**config.mk**
```make
export PLATFORM = sky130hd
export DESIGN_NAME = rv_div_unit_flat
export DESIGN_NICKNAME = d
export VERILOG_FILES = /design/src/rtl/rv_div_unit_pkg.sv /design/src/rtl/rv_div_unit_if.sv /design/src/rtl/rv_div_unit_div_step.sv /design/src/rtl/rv_div_unit.sv /design/src/flat_wrapper.sv
export SDC_FILE = /design/constraint.sdc
export NUM_CORES = 1
export LEC_CHECK = 0
export BUFFER_PORTS_ARGS = -buffer_cell sky130_fd_sc_hd__buf_4
export CORE_ASPECT_RATIO = 1.4
export CORE_UTILIZATION = 50
export CTS_BUF_LIST = sky130_fd_sc_hd__clkbuf_8
export CTS_CLUSTER_DIAMETER = 50
export DETAILED_ROUTE_END_ITERATION = 16
export MAX_ROUTING_LAYER = met4
export PLACE_DENSITY_LB_ADDON = 0.3
export SLEW_MARGIN = 10
export SYNTH_ARGS = -nofsm -noshare
export SYNTH_HDL_FRONTEND = slang
export SYNTH_HIERARCHICAL = 1
export SYNTH_SLANG_ARGS = --single-unit
export TNS_END_PERCENT = 100
```
**constraint.sdc**
```tcl
create_clock -name clk -period 5.5 [get_ports clk]
set_clock_uncertainty 0.05 [all_clocks]
set_input_delay 0.55 -clock clk [delete_from_list [all_inputs] [get_ports clk]]
set_output_delay 0.55 -clock clk [all_outputs]
set_load 0.05 [all_outputs]
```
**src/rtl/rv_div_unit_pkg.sv**
```systemverilog
// Shared constants, op codes, state encoding and op-class helpers for the RV32M divider.
package rv_div_unit_pkg;

   localparam int unsigned XLEN_DEF = 32;

   // ALU_ContUnit op codes for the divide class
   localparam logic [4:0] ALU_DIV  = 5'b01100;
   localparam logic [4:0] ALU_DIVU = 5'b01101;
   localparam logic [4:0] ALU_REM  = 5'b01110;
   localparam logic [4:0] ALU_REMU = 5'b01111;

   typedef enum logic [1:0] {
      DIV_IDLE = 2'd0,
      DIV_CALC = 2'd1,
      DIV_FIX  = 2'd2
   } div_state_e;

   function automatic logic is_div_op(input logic [4:0] sel);
      return (sel == ALU_DIV) || (sel == ALU_DIVU) || (sel == ALU_REM) || (sel == ALU_REMU);
   endfunction

   function automatic logic is_signed_op(input logic [4:0] sel);
      return (sel == ALU_DIV) || (sel == ALU_REM);
   endfunction

   function automatic logic is_rem_op(input logic [4:0] sel);
      return (sel == ALU_REM) || (sel == ALU_REMU);
   endfunction

endpackage

```
**src/rtl/rv_div_unit_if.sv**
```systemverilog
// Request/response bundle between the EX stage and the divider.
interface rv_div_unit_if #(
   parameter int unsigned XLEN = rv_div_unit_pkg::XLEN_DEF
);
   logic            start;
   logic [4:0]      ALU_sel;
   logic            flush;
   logic [XLEN-1:0] a;
   logic [XLEN-1:0] b;
   logic            busy;
   logic            done;
   logic [XLEN-1:0] result;

   modport master (
      output start, ALU_sel, flush, a, b,
      input  busy, done, result
   );

   modport slave (
      input  start, ALU_sel, flush, a, b,
      output busy, done, result
   );
endinterface

```
**src/rtl/rv_div_unit_div_step.sv**
```systemverilog
// One combinational restoring-division iteration on unsigned magnitudes.
module rv_div_unit_div_step #(
   parameter int unsigned XLEN = 32
) (
   input  logic [XLEN:0]   rem,
   input  logic [XLEN-1:0] quo,
   input  logic [XLEN-1:0] divisor,
   output logic [XLEN:0]   rem_next,
   output logic [XLEN-1:0] quo_next
);
   logic [XLEN:0] shifted;
   logic [XLEN:0] trial;
   logic          unused_rem_msb;

   // The partial remainder is always below the divisor, so its top bit never carries data in.
   assign unused_rem_msb = rem[XLEN];

   assign shifted  = {rem[XLEN-1:0], quo[XLEN-1]};
   assign trial    = shifted - {1'b0, divisor};
   assign rem_next = trial[XLEN] ? shifted : trial;
   assign quo_next = {quo[XLEN-2:0], ~trial[XLEN]};
endmodule

```
**src/rtl/rv_div_unit.sv**
```systemverilog
// Iterative radix-2 restoring divider for DIV/DIVU/REM/REMU with RISC-V corner-case results.
module rv_div_unit
   import rv_div_unit_pkg::*;
#(
   parameter int unsigned XLEN = XLEN_DEF
) (
   input logic          clk,
   input logic          rst,
   rv_div_unit_if.slave bus
);
   localparam int unsigned CNT_W = (XLEN > 1) ? $clog2(XLEN) : 1;
   localparam logic [XLEN-1:0] INT_MIN  = {1'b1, {(XLEN-1){1'b0}}};
   localparam logic [XLEN-1:0] ALL_ONES = {XLEN{1'b1}};

   div_state_e       state;
   logic [CNT_W-1:0] counter;
   logic [XLEN:0]    rem_q;
   logic [XLEN-1:0]  quo_q;
   logic [XLEN-1:0]  dvsr_q;
   logic             rem_op_q;
   logic             neg_quo_q;
   logic             neg_rem_q;
   logic             busy_q;
   logic             done_q;
   logic [XLEN-1:0]  result_q;

   logic             signed_op;
   logic             rem_op;
   logic             sign_a;
   logic             sign_b;
   logic [XLEN-1:0]  abs_a;
   logic [XLEN-1:0]  abs_b;
   logic             div_zero;
   logic             overflow;
   logic [XLEN-1:0]  special_res;
   logic [XLEN-1:0]  fix_res;
   logic [XLEN:0]    rem_next;
   logic [XLEN-1:0]  quo_next;
   logic             accept;

   // Operand decode, magnitudes and corner-case detection for the accept cycle
   always_comb begin
      signed_op   = is_signed_op(bus.ALU_sel);
      rem_op      = is_rem_op(bus.ALU_sel);
      sign_a      = signed_op & bus.a[XLEN-1];
      sign_b      = signed_op & bus.b[XLEN-1];
      abs_a       = sign_a ? (~bus.a + XLEN'(1)) : bus.a;
      abs_b       = sign_b ? (~bus.b + XLEN'(1)) : bus.b;
      div_zero    = (bus.b == '0);
      overflow    = signed_op && (bus.a == INT_MIN) && (bus.b == ALL_ONES);
      special_res = '0;
      if (div_zero) begin
         special_res = rem_op ? bus.a : ALL_ONES;
      end else if (overflow) begin
         special_res = rem_op ? '0 : INT_MIN;
      end
      accept = !bus.flush && bus.start && is_div_op(bus.ALU_sel);
   end

   // Sign correction and quotient/remainder select for the FIX cycle
   always_comb begin
      fix_res = '0;
      if (rem_op_q) begin
         fix_res = neg_rem_q ? (~rem_q[XLEN-1:0] + XLEN'(1)) : rem_q[XLEN-1:0];
      end else begin
         fix_res = neg_quo_q ? (~quo_q + XLEN'(1)) : quo_q;
      end
   end

   rv_div_unit_div_step #(.XLEN(XLEN)) u_step (
      .rem      (rem_q),
      .quo      (quo_q),
      .divisor  (dvsr_q),
      .rem_next (rem_next),
      .quo_next (quo_next)
   );

   // Control FSM, iteration datapath and registered outputs
   always_ff @(posedge clk) begin
      if (!rst) begin
         state     <= DIV_IDLE;
         counter   <= '0;
         rem_q     <= '0;
         quo_q     <= '0;
         dvsr_q    <= '0;
         rem_op_q  <= 1'b0;
         neg_quo_q <= 1'b0;
         neg_rem_q <= 1'b0;
         busy_q    <= 1'b0;
         done_q    <= 1'b0;
         result_q  <= '0;
      end else begin
         done_q <= 1'b0;
         case (state)
            DIV_IDLE: begin
               if (accept) begin
                  if (div_zero || overflow) begin
                     result_q <= special_res;
                     done_q   <= 1'b1;
                  end else begin
                     state     <= DIV_CALC;
                     busy_q    <= 1'b1;
                     counter   <= '0;
                     rem_q     <= '0;
                     quo_q     <= abs_a;
                     dvsr_q    <= abs_b;
                     rem_op_q  <= rem_op;
                     neg_quo_q <= sign_a ^ sign_b;
                     neg_rem_q <= sign_a;
                  end
               end
            end
            DIV_CALC: begin
               if (bus.flush) begin
                  state  <= DIV_IDLE;
                  busy_q <= 1'b0;
               end else begin
                  rem_q <= rem_next;
                  quo_q <= quo_next;
                  if (counter == CNT_W'(XLEN-1)) begin
                     state <= DIV_FIX;
                  end else begin
                     counter <= counter + CNT_W'(1);
                  end
               end
            end
            DIV_FIX: begin
               state  <= DIV_IDLE;
               busy_q <= 1'b0;
               if (!bus.flush) begin
                  result_q <= fix_res;
                  done_q   <= 1'b1;
               end
            end
            default: begin
               state  <= DIV_IDLE;
               busy_q <= 1'b0;
            end
         endcase
      end
   end

   assign bus.busy   = busy_q;
   assign bus.done   = done_q;
   assign bus.result = result_q;
endmodule
```
**src/flat_wrapper.sv**
```systemverilog
// flat-port wrapper written by rule: the top's interface ports become plain ports
module rv_div_unit_flat import rv_div_unit_pkg::*;
#(
   parameter int unsigned XLEN = XLEN_DEF
)
  (clk, rst, bus_start, bus_ALU_sel, bus_flush, bus_a, bus_b, bus_busy, bus_done, bus_result);
  rv_div_unit_if #(.XLEN(XLEN)) bus_i ();
  input logic clk;
  input logic rst;
  input wire logic [$bits(bus_i.start)-1:0] bus_start;
  input wire logic [$bits(bus_i.ALU_sel)-1:0] bus_ALU_sel;
  input wire logic [$bits(bus_i.flush)-1:0] bus_flush;
  input wire logic [$bits(bus_i.a)-1:0] bus_a;
  input wire logic [$bits(bus_i.b)-1:0] bus_b;
  output wire logic [$bits(bus_i.busy)-1:0] bus_busy;
  output wire logic [$bits(bus_i.done)-1:0] bus_done;
  output wire logic [$bits(bus_i.result)-1:0] bus_result;
  assign bus_i.start = bus_start;
  assign bus_i.ALU_sel = bus_ALU_sel;
  assign bus_i.flush = bus_flush;
  assign bus_i.a = bus_a;
  assign bus_i.b = bus_b;
  assign bus_busy = bus_i.busy;
  assign bus_done = bus_i.done;
  assign bus_result = bus_i.result;
  rv_div_unit #(.XLEN(XLEN)) u_core (.clk(clk), .rst(rst), .bus(bus_i));
endmodule
```
==> results of run 1 <==
-- worst max-delay path: stages, from the launching register on --
cell	delay (ns)
dfxtp_1	0.43
inv_1	0.07
ha_1	0.22
fa_1	0.41
or2b_1	0.26
a21oi_2	0.20
o21bai_4	0.12
a21oi_2	0.23
o2111ai_1	0.22
a311o_1	0.33
o211ai_1	0.10
ha_1	0.17
buf_4	0.41
nand2_1	0.10
or4_1	0.41
nand4b_1	0.11
nand4b_1	0.10
a21oi_1	0.16
-- routing by layer --
metal  GRT usage, %  wire (um)  part of all wire [%]
met5              -          0                     0
met4           15.9       1470                   3.9
met3           4.47       2300                   6.2
met2           53.1      18100                    48
met1           36.0      15500                    42
-- how the worst max path moves through the flow --
stage	start	endpoint	slack, ns	depth (start not counted)
3_3_place_gp	bus_a[26]	u_core/quo_q[27]	1.48	7
2_1_floorplan	u_core/quo_q[31]	u_core/rem_q[26]	1.72	17
3_5_place_dp	bus_a[26]	u_core/quo_q[27]	1.32	7
6_report	u_core/quo_q[31]	u_core/rem_q[30]	1.32	17
5_1_grt	u_core/quo_q[31]	u_core/rem_q[30]	1.04	17
4_1_cts	u_core/quo_q[31]	u_core/rem_q[30]	1.38	17
-- report_power, final --
part	switching (mW)	total (mW)	internal, mW
Combinational	0.338	0.564	0.226
Clock	0.429	1.01	0.585
Sequential	0.0126	1.04	1.02
Total	0.780	2.61	1.83
-- final cells by class --
cell class                      instances  area [um2]
Multi-Input combinational cell       1208        8340
Fill cell                            2267       10300
Clock inverter                         11         189
Clock buffer                           21         289
Tap cell                              306         383
Sequential cell                       140        2800
Timing Repair Buffer                  129         981
Inverter                               55         208
-- placed cells by master, fill, tap and decap left out, types with 14 or more instances in the layout --
| master | n |
|---|---|
| a21oi_1 | 130 |
| mux2_2 | 15 |
| o41ai_1 | 24 |
| o21a_1 | 14 |
| a211oi_1 | 42 |
| xnor2_1 | 61 |
| inv_1 | 55 |
| nor3_1 | 25 |
| a31o_2 | 14 |
| buf_4 | 128 |
| nor2_1 | 98 |
| or4_1 | 23 |
| a311oi_1 | 23 |
| nor4_1 | 18 |
| o31ai_1 | 28 |
| a31oi_1 | 24 |
| nand3_1 | 69 |
| or3_1 | 24 |
| ha_1 | 40 |
| a221oi_1 | 16 |
| clkbuf_8 | 21 |
| o21ai_0 | 70 |
| dfxtp_1 | 139 |
| nand2b_1 | 16 |
| xor2_1 | 64 |
| o211ai_1 | 35 |
| nand2_1 | 89 |
| nand4_1 | 25 |
| nand4b_1 | 34 |
-- registers in the layout (all words and copies together), names as in the netlist --
signal / flops
u_core/quo_q: 32
u_core/rem_q: 32
u_core/bus.done: 1
u_core/neg_quo_q: 1
u_core/counter: 5
u_core/dvsr_q: 32
u_core/bus.busy: 1
u_core/state: 2
u_core/bus.result: 32
u_core/rem_op_q: 1
u_core/neg_rem_q: 1
==> results.sh, run 1 <==
export IMPL_cp_required_ns=5.85
export IMPL_synthCells=1564
export IMPL_grt_overflow_total=0
export IMPL_die_w_um=133
export IMPL_drt_first_pass_iters=6
export IMPL_dpl_hpwl_um=26800
export IMPL_path_clk_slew_ns=0.08
export IMPL_setup_ws_ns=1.32
export IMPL_powerDensity_mw_per_mm2=198
export IMPL_clock_latency_ns=0.49
export IMPL_place_gp_congestion=0.954
export IMPL_grt_max_degree=73
export IMPL_worst_pin_slew_ns=1.25
export IMPL_synth_avg_cell_area_um2=7.71
export IMPL_core_area_mm2=0.0235
export IMPL_dp_slack_ns=1.32
export IMPL_max_slew_margin_rel_pct=16.2
export IMPL_totalWireLength_um=37400
export IMPL_min_delay_start="bus_b[0]"
export IMPL_reg2reg_to="u_core/rem_q[30]"
export IMPL_setup_tns_ns=0
export IMPL_drc=0
export IMPL_start_util_pct=51.4
export IMPL_synth_area_mm2=0.0121
export IMPL_slew_viol_final=0
export IMPL_postCtsSetupBuffers=0
export IMPL_total_power_mw=2.61
export IMPL_antenna_cells=0
export IMPL_grt_antenna_before_repair=0
export IMPL_cp_max_fo=40
export IMPL_rows=66
export IMPL_areaGrowthSynthToFinish_pct=9.35
export IMPL_peakVddDrop_mv=0.151
export IMPL_finalNonFillerCells=1870
export IMPL_cp_end_kind="flip-flop"
export IMPL_reg2reg_slack_ns=1.32
export IMPL_clockBufferDepth=2
export IMPL_ioPinCount=107
export IMPL_fin_area_mm2=0.0132
export IMPL_r2r_cells=17
export IMPL_drv_cap=0
export IMPL_hold_path_endpoint="u_core/dvsr_q[0]"
export IMPL_fin_crit_sh_pct=76.1
export IMPL_syn_nets=1678
export IMPL_numClockSinks=140
export IMPL_startpoint_type="flip-flop"
export IMPL_period_minus_slack_ns=4.18
export IMPL_grt_pass1_wl_um=59900
export IMPL_hold_viol=0
export IMPL_viasPerCell=6.55
export IMPL_grt_pass1_vias=11491
export IMPL_ant_nets=0
export IMPL_grt_usage_pct=31.3
export IMPL_crit_arrival_ns=4.53
export IMPL_die_area_mm2=0.0248
export IMPL_outcome="finished clean"
export IMPL_root_buffer="clkbuf_8"
export IMPL_placed_area_mm2=0.0127
export IMPL_fmax_mhz=239
export IMPL_holdPathStages=3
export IMPL_fin_nets=1665
export IMPL_numPortBuffers=106
export IMPL_cts_resized_gates=0
export IMPL_dpl_cell_count=1838
export IMPL_setup_viol=0
export IMPL_post_route_util_pct=56.2
export IMPL_holdWs_ns=0.304
export IMPL_wl_per_cell_um=20.0
export IMPL_path_class="flip-flop to flip-flop"
export IMPL_regToRegStartpoint="u_core/quo_q[31]"
export IMPL_cts_tree="built"
export IMPL_drt_iter0_markers=1164
export IMPL_cts_buffers=17
export IMPL_hp_class="primary input to flip-flop"
export IMPL_cts_hold_buf=0
export IMPL_rsz0062_at_grt="false"
export IMPL_leakagePower_nw=4.81
export IMPL_yosysWarnings=6
export IMPL_htree_levels=4
export IMPL_fp_dieH_um=186
export IMPL_layout_drive_gt1_share_pct=16.0
export IMPL_vias=12242
Power figures use the tool's default switching activity.
==> run 2: changes to the inputs <==
--- a/config.mk
+++ b/config.mk
@@ -5,6 +5,7 @@
 export SDC_FILE = /design/constraint.sdc
 export NUM_CORES = 1
 export LEC_CHECK = 0
+export ABC_AREA = 1
 export BUFFER_PORTS_ARGS = -buffer_cell sky130_fd_sc_hd__buf_4
 export CORE_ASPECT_RATIO = 1.4
 export CORE_UTILIZATION = 50
==> constraint.sdc (replaced) <==
create_clock -name clk -period 3.7 [get_ports clk]
set_clock_uncertainty 0.05 [all_clocks]
set_input_delay 0.37 -clock clk [delete_from_list [all_inputs] [get_ports clk]]
set_output_delay 0.37 -clock clk [all_outputs]
set_load 0.05 [all_outputs]
==> results.sh, run 2 <==
export IMPL_outcome="finished clean"
export IMPL_cts_hold_buf=0
export IMPL_grt_antenna_before_repair=0
export IMPL_core_area_mm2=0.0261
export IMPL_hp_class="primary input to flip-flop"
export IMPL_drv_cap=0
export IMPL_die_w_um=140
export IMPL_htree_levels=4
export IMPL_dp_slack_ns=0.670
export IMPL_path_clk_slew_ns=0.09
export IMPL_cp_required_ns=4.02
export IMPL_ioPinCount=107
export IMPL_leakagePower_nw=7.26
export IMPL_numClockSinks=140
export IMPL_use_met1_pct=39.9
export IMPL_hold_viol=0
export IMPL_worst_pin_slew_ns=1.15
export IMPL_drc=0
export IMPL_reg2reg_to="u_core/rem_q[2]"
export IMPL_syn_nets=2520
export IMPL_start_util_pct=50.9
export IMPL_crit_chain="inv_1 -> ha_1 -> fa_1 -> inv_1 -> nand3_1 -> nand3_1 -> nand3_1 -> nand3_2 -> nand2_1 -> nand2_1 -> nand4_1 -> nand2_1 -> ha_1 -> inv_1 -> buf_12 -> a21oi_1 -> o21ai_0 -> nand2_1 -> a21oi_1 -> nor2_1"
export IMPL_cpPeakStageDelay_ns=0.39
export IMPL_grt_pass1_vias=14229
export IMPL_cts_resized_gates=0
export IMPL_min_delay_start="bus_b[0]"
export IMPL_r2r_cells=20
export IMPL_placed_area_mm2=0.0140
export IMPL_fin_area_mm2=0.0144
export IMPL_yosysWarnings=6
export IMPL_post_route_util_pct=55.3
export IMPL_grt_usage_pct=35.8
export IMPL_max_slew_margin_rel_pct=23.1
export IMPL_cp_max_fo=47
export IMPL_fp_dieH_um=195
export IMPL_peakVddDrop_mv=0.292
export IMPL_clock_latency_ns=0.48
export IMPL_use_met2_pct=62.3
export IMPL_crit_arrival_ns=3.38
export IMPL_critPathLaunch="u_core/quo_q[31]"
export IMPL_fin_nets=2547
export IMPL_ant_nets=0
export IMPL_grt_max_degree=91
export IMPL_crit_buf_inv=4
export IMPL_regToRegStartpoint="u_core/quo_q[31]"
export IMPL_rows=70
export IMPL_setup_tns_ns=0
export IMPL_antenna_cells=0
export IMPL_final_common_cell="nand2_1"
export IMPL_synthCells=2406
export IMPL_root_buffer="clkbuf_8"
export IMPL_synth_avg_cell_area_um2=5.52
export IMPL_fmax_mhz=327
export IMPL_hold_path_endpoint="u_core/dvsr_q[0]"
export IMPL_crit_top_cell="nand2_1"
export IMPL_die_area_mm2=0.0272
export IMPL_slew_viol_final=0
export IMPL_grt_use_met3_pct=3.30
export IMPL_period_minus_slack_ns=3.06
export IMPL_synth_area_mm2=0.0133
export IMPL_totalWireLength_um=47200
export IMPL_clockBufferDepth=2
export IMPL_cpLargestDelayFamily="simple AND/OR/NAND/NOR gates"
export IMPL_vias=15328
export IMPL_grt_pass1_wl_um=74300
export IMPL_final_cell_mix="nand2_1 (706), nor2_1 (425), inv_1 (263)"
export IMPL_holdPathStages=3
export IMPL_path_class="flip-flop to flip-flop"
export IMPL_cts_tree="built"
export IMPL_startpoint_type="flip-flop"
export IMPL_slowest_stage="dfxtp_1"
export IMPL_dpl_hpwl_um=36300
export IMPL_fin_crit_sh_pct=82.7
export IMPL_busiest_layer="met2"
export IMPL_setup_viol=0
export IMPL_grt_overflow_total=0
export IMPL_reg2reg_slack_ns=0.64
export IMPL_areaGrowthSynthToFinish_pct=8.81
export IMPL_wl_per_cell_um=17.0
export IMPL_setup_ws_ns=0.639
export IMPL_drt_first_pass_iters=6
export IMPL_layout_drive_gt1_share_pct=8.79
export IMPL_cts_buffers=17
export IMPL_place_gp_congestion=0.974
export IMPL_total_power_mw=5.76
export IMPL_numPortBuffers=106
export IMPL_rsz0062_at_grt="false"
export IMPL_viasPerCell=5.54
export IMPL_powerDensity_mw_per_mm2=399
export IMPL_postCtsSetupBuffers=0
export IMPL_cp_end_kind="flip-flop"
export IMPL_drt_iter0_markers=1393
run 2: changes by cell type in the layout (fill, tap and decap cells not counted), sizes merged, moves of 24 or more:
cell | previous run | this run
a211oi | 44 | 0
inv | 55 | 274
nand2 | 90 | 718
nand3 | 70 | 205
nand4b | 34 | 0
nor2 | 100 | 440
o211ai | 36 | 1
o21ai | 82 | 189
o31ai | 29 | 4
o41ai | 27 | 0
or3 | 24 | 0
or4 | 25 | 0
xnor2 | 61 | 17
xor2 | 64 | 34
run 2: final cells by class:
class | count | area (um2)
fillers | 2763 | 11700
multi-input cells | 1872 | 8750
flip-flops and latches | 140 | 2800
repair buffers | 130 | 1030
inverters | 272 | 1020
well taps | 324 | 405
clock buffers | 18 | 248
clock inverters | 13 | 189
run 2: tightest hold or removal path, delay by kind of cell:
| family | cells | cell delay [ns] |
|---|---|---|
| buffers and inverters | 1 | 0.13 |
| AOI/OAI and AO/OA | 1 | 0.06 |
| and+or+nand+nor | 1 | 0.08 |
run 2: metrics by stage:
step	instances	hold slack (ns)
final	2769	0.153
after global routing	2769	0.159
after floorplan	2406	0.393
after detailed placement	2738	0.409
after global placement	2738	0.400
after CTS	2769	0.136
run 2: worst max path at each step:
stage | to | cells past startpoint | slack [ns]
after floorplan | u_core/rem_q[0] | 20 | 0.72
after global placement | u_core/rem_q[2] | 20 | 0.71
after detailed placement | u_core/rem_q[2] | 20 | 0.67
after CTS | u_core/rem_q[2] | 20 | 0.67
after global routing | u_core/rem_q[2] | 20 | 0.34
final | u_core/rem_q[2] | 20 | 0.64
run 2: power by group:
part | switching [mW] | internal (mW) | leakage (nW)
combinational | 1.76 | 0.856 | 5.91
sequential | 0.135 | 1.59 | 1.14
clock | 0.672 | 0.754 | 0.216
total | 2.57 | 3.20 | 7.26
run 2: per-layer routing:
layer,part of all wire [%],wire length (um)
met4,5.6,2650
met2,50,23500
met5,0,0
met1,39,18400
met3,5.5,2590
==> run 3: changes to the inputs <==
==> constraint.sdc (replaced) <==
create_clock -name clk -period 3.1 [get_ports clk]
set_clock_uncertainty 0.05 [all_clocks]
set_input_delay 0.31 -clock clk [delete_from_list [all_inputs] [get_ports clk]]
set_output_delay 0.31 -clock clk [all_outputs]
set_load 0.05 [all_outputs]
==> results.sh, run 3 (synthesis gave the netlist of run 2 again) <==
export IMPL_worst_pin_slew_ns=0.848
export IMPL_holdWs_ns=0.117
export IMPL_use_met1_pct=39.8
export IMPL_layout_drive_gt1_share_pct=9.77
export IMPL_path_clk_slew_ns=0.09
export IMPL_intPower_mw=3.85
export IMPL_core_area_mm2=0.0261
export IMPL_hp_class="primary input to flip-flop"
export IMPL_final_common_cell="nand2_1"
export IMPL_r2r_cells=15
export IMPL_min_delay_start="bus_b[22]"
export IMPL_grt_use_met3_pct=3.52
export IMPL_p_clk_share_pct=24.6
export IMPL_antenna_cells=0
export IMPL_powerDensity_mw_per_mm2=477
export IMPL_period_minus_slack_ns=2.89
export IMPL_rsz0062_at_grt="false"
export IMPL_dpl_hpwl_um=37900
export IMPL_busiest_layer="met2"
export IMPL_fp_dieH_um=195
export IMPL_regToRegStartpoint="u_core/rem_q[24]"
export IMPL_drt_first_pass_iters=7
export IMPL_cts_resized_gates=0
export IMPL_grt_antenna_before_repair=0
export IMPL_vias=15220
export IMPL_grt_pass1_wl_um=76400
export IMPL_postCtsSetupBuffers=0
export IMPL_grt_overflow_total=0
export IMPL_cp_max_fo=18
export IMPL_cp_required_ns=3.47
export IMPL_crit_buf_inv=1
export IMPL_holdPathStages=4
export IMPL_crit_top_cell="nand2_1"
export IMPL_totalWireLength_um=48000
export IMPL_hold_viol=0
export IMPL_swShare_pct=44.9
export IMPL_numPortBuffers=106
export IMPL_ant_nets=0
export IMPL_clockBufferDepth=2
export IMPL_crit_chain="ha_1 -> a21oi_1 -> nor2_1 -> nor2_1 -> nand2_1 -> a21oi_1 -> nand2_1 -> nand4_1 -> nand2_1 -> ha_1 -> buf_4 -> nand3_1 -> nand2_1 -> a21oi_1 -> nor2_1"
export IMPL_pwr_share_comb_pct=46.3
export IMPL_grt_pass1_vias=14555
export IMPL_setup_tns_ns=0
export IMPL_grt_usage_pct=36.9
export IMPL_hold_path_endpoint="u_core/dvsr_q[22]"
export IMPL_fmax_mhz=346
export IMPL_numClockSinks=140
export IMPL_root_buffer="clkbuf_8"
export IMPL_cts_hold_buf=0
export IMPL_sequentialPowerShare_pct=29.2
export IMPL_reg2reg_slack_ns=0.21
export IMPL_reg2reg_to="u_core/rem_q[19]"
export IMPL_wl_per_cell_um=17.2
export IMPL_drt_iter0_markers=1106
export IMPL_path_class="flip-flop to flip-flop"
export IMPL_slew_viol_final=0
export IMPL_use_met2_pct=65.8
export IMPL_setup_viol=0
export IMPL_cts_buffers=17
export IMPL_outcome="finished clean"
export IMPL_clock_latency_ns=0.48
export IMPL_crit_arrival_ns=3.26
export IMPL_slowest_stage="dfxtp_1"
export IMPL_fin_nets=2568
export IMPL_drv_cap=0
export IMPL_start_util_pct=50.9
export IMPL_final_cell_mix="nand2_1 (706), nor2_1 (425), inv_1 (262)"
export IMPL_viasPerCell=5.46
export IMPL_fin_crit_sh_pct=93.2
export IMPL_ioPinCount=107
export IMPL_die_w_um=140
export IMPL_place_gp_congestion=0.969
export IMPL_drc=0
export IMPL_switchingPower_mw=3.13
export IMPL_startpoint_type="flip-flop"
export IMPL_cpLargestDelayFamily="simple AND/OR/NAND/NOR gates"
export IMPL_rows=70
export IMPL_areaGrowthSynthToFinish_pct=10.1
export IMPL_cpPeakStageDelay_ns=0.47
export IMPL_peakVddDrop_mv=0.290
export IMPL_htree_levels=4
export IMPL_grt_max_degree=70
export IMPL_cts_tree="built"
export IMPL_cp_end_kind="flip-flop"
export IMPL_die_area_mm2=0.0272
export IMPL_leakagePower_nw=7.36
export IMPL_max_slew_margin_rel_pct=43.4
==> run 3: cell count changes in the layout (fill, tap and decap cells not counted), sizes merged <==
cell,delta
buf,+21
clkinv,-1
clkinvlp,+3
inv,-2
==> run 3: layout make-up <==
class | count | area [um2]
fill | 2883 | 11500
multi-input combinational | 1872 | 8760
sequential | 140 | 2810
timing repair buffer | 151 | 1180
inverter | 272 | 1020
tap | 324 | 405
clock buffer | 18 | 248
clock inverter | 13 | 193
==> run 3: worst min-delay path, delay by kind of cell <==
family          cells  cell delay [ns]
compound gates      1             0.06
xor+xnor            1             0.07
buf+inv             1             0.11
simple gates        1             0.06
==> run 3: metrics by stage <==
step / cells / power [mW] / cell area [um2] / util [%] / worst slack [ns]
5_1_grt: 2790 / 7.43 / 14600 / 56.0 / 0.0288
2_1_floorplan: 2406 / 4.30 / 13300 / - / 0.119
3_5_place_dp: 2759 / 5.22 / 14200 / 54.3 / 0.205
6_report: 2790 / 6.98 / 14600 / 56.0 / 0.210
3_3_place_gp: 2759 / 5.20 / 14200 / 54.3 / 0.226
4_1_cts: 2790 / 6.93 / 14600 / 56.0 / 0.203
==> run 3: per-layer routing <==
layer	part of all wire, %	up-vias
met2	51	531
met5	0	-
li1	-	7694
met4	5.6	0
met3	4.8	123
met1	39	6872
==> run 3: how the worst max path moves through the flow <==
stage / start / endpoint / depth (start not counted)
after floorplan: u_core/quo_q[31] / u_core/rem_q[0] / 20
after CTS: u_core/quo_q[31] / u_core/rem_q[2] / 20
after global placement: u_core/quo_q[31] / u_core/rem_q[2] / 20
after detailed placement: u_core/quo_q[31] / u_core/rem_q[2] / 20
after global routing: u_core/rem_q[24] / u_core/rem_q[27] / 15
final: u_core/rem_q[24] / u_core/rem_q[19] / 15
==> run 3: power groups by stage <==
stage,Sequential [mW],Clock (mW),Combinational (mW)
after floorplan,2.03,0,2.27
after global placement,2.06,0,3.14
after detailed placement,2.07,0,3.15
after CTS,2.03,1.74,3.16
after global routing,2.05,1.80,3.59
final,2.03,1.71,3.23
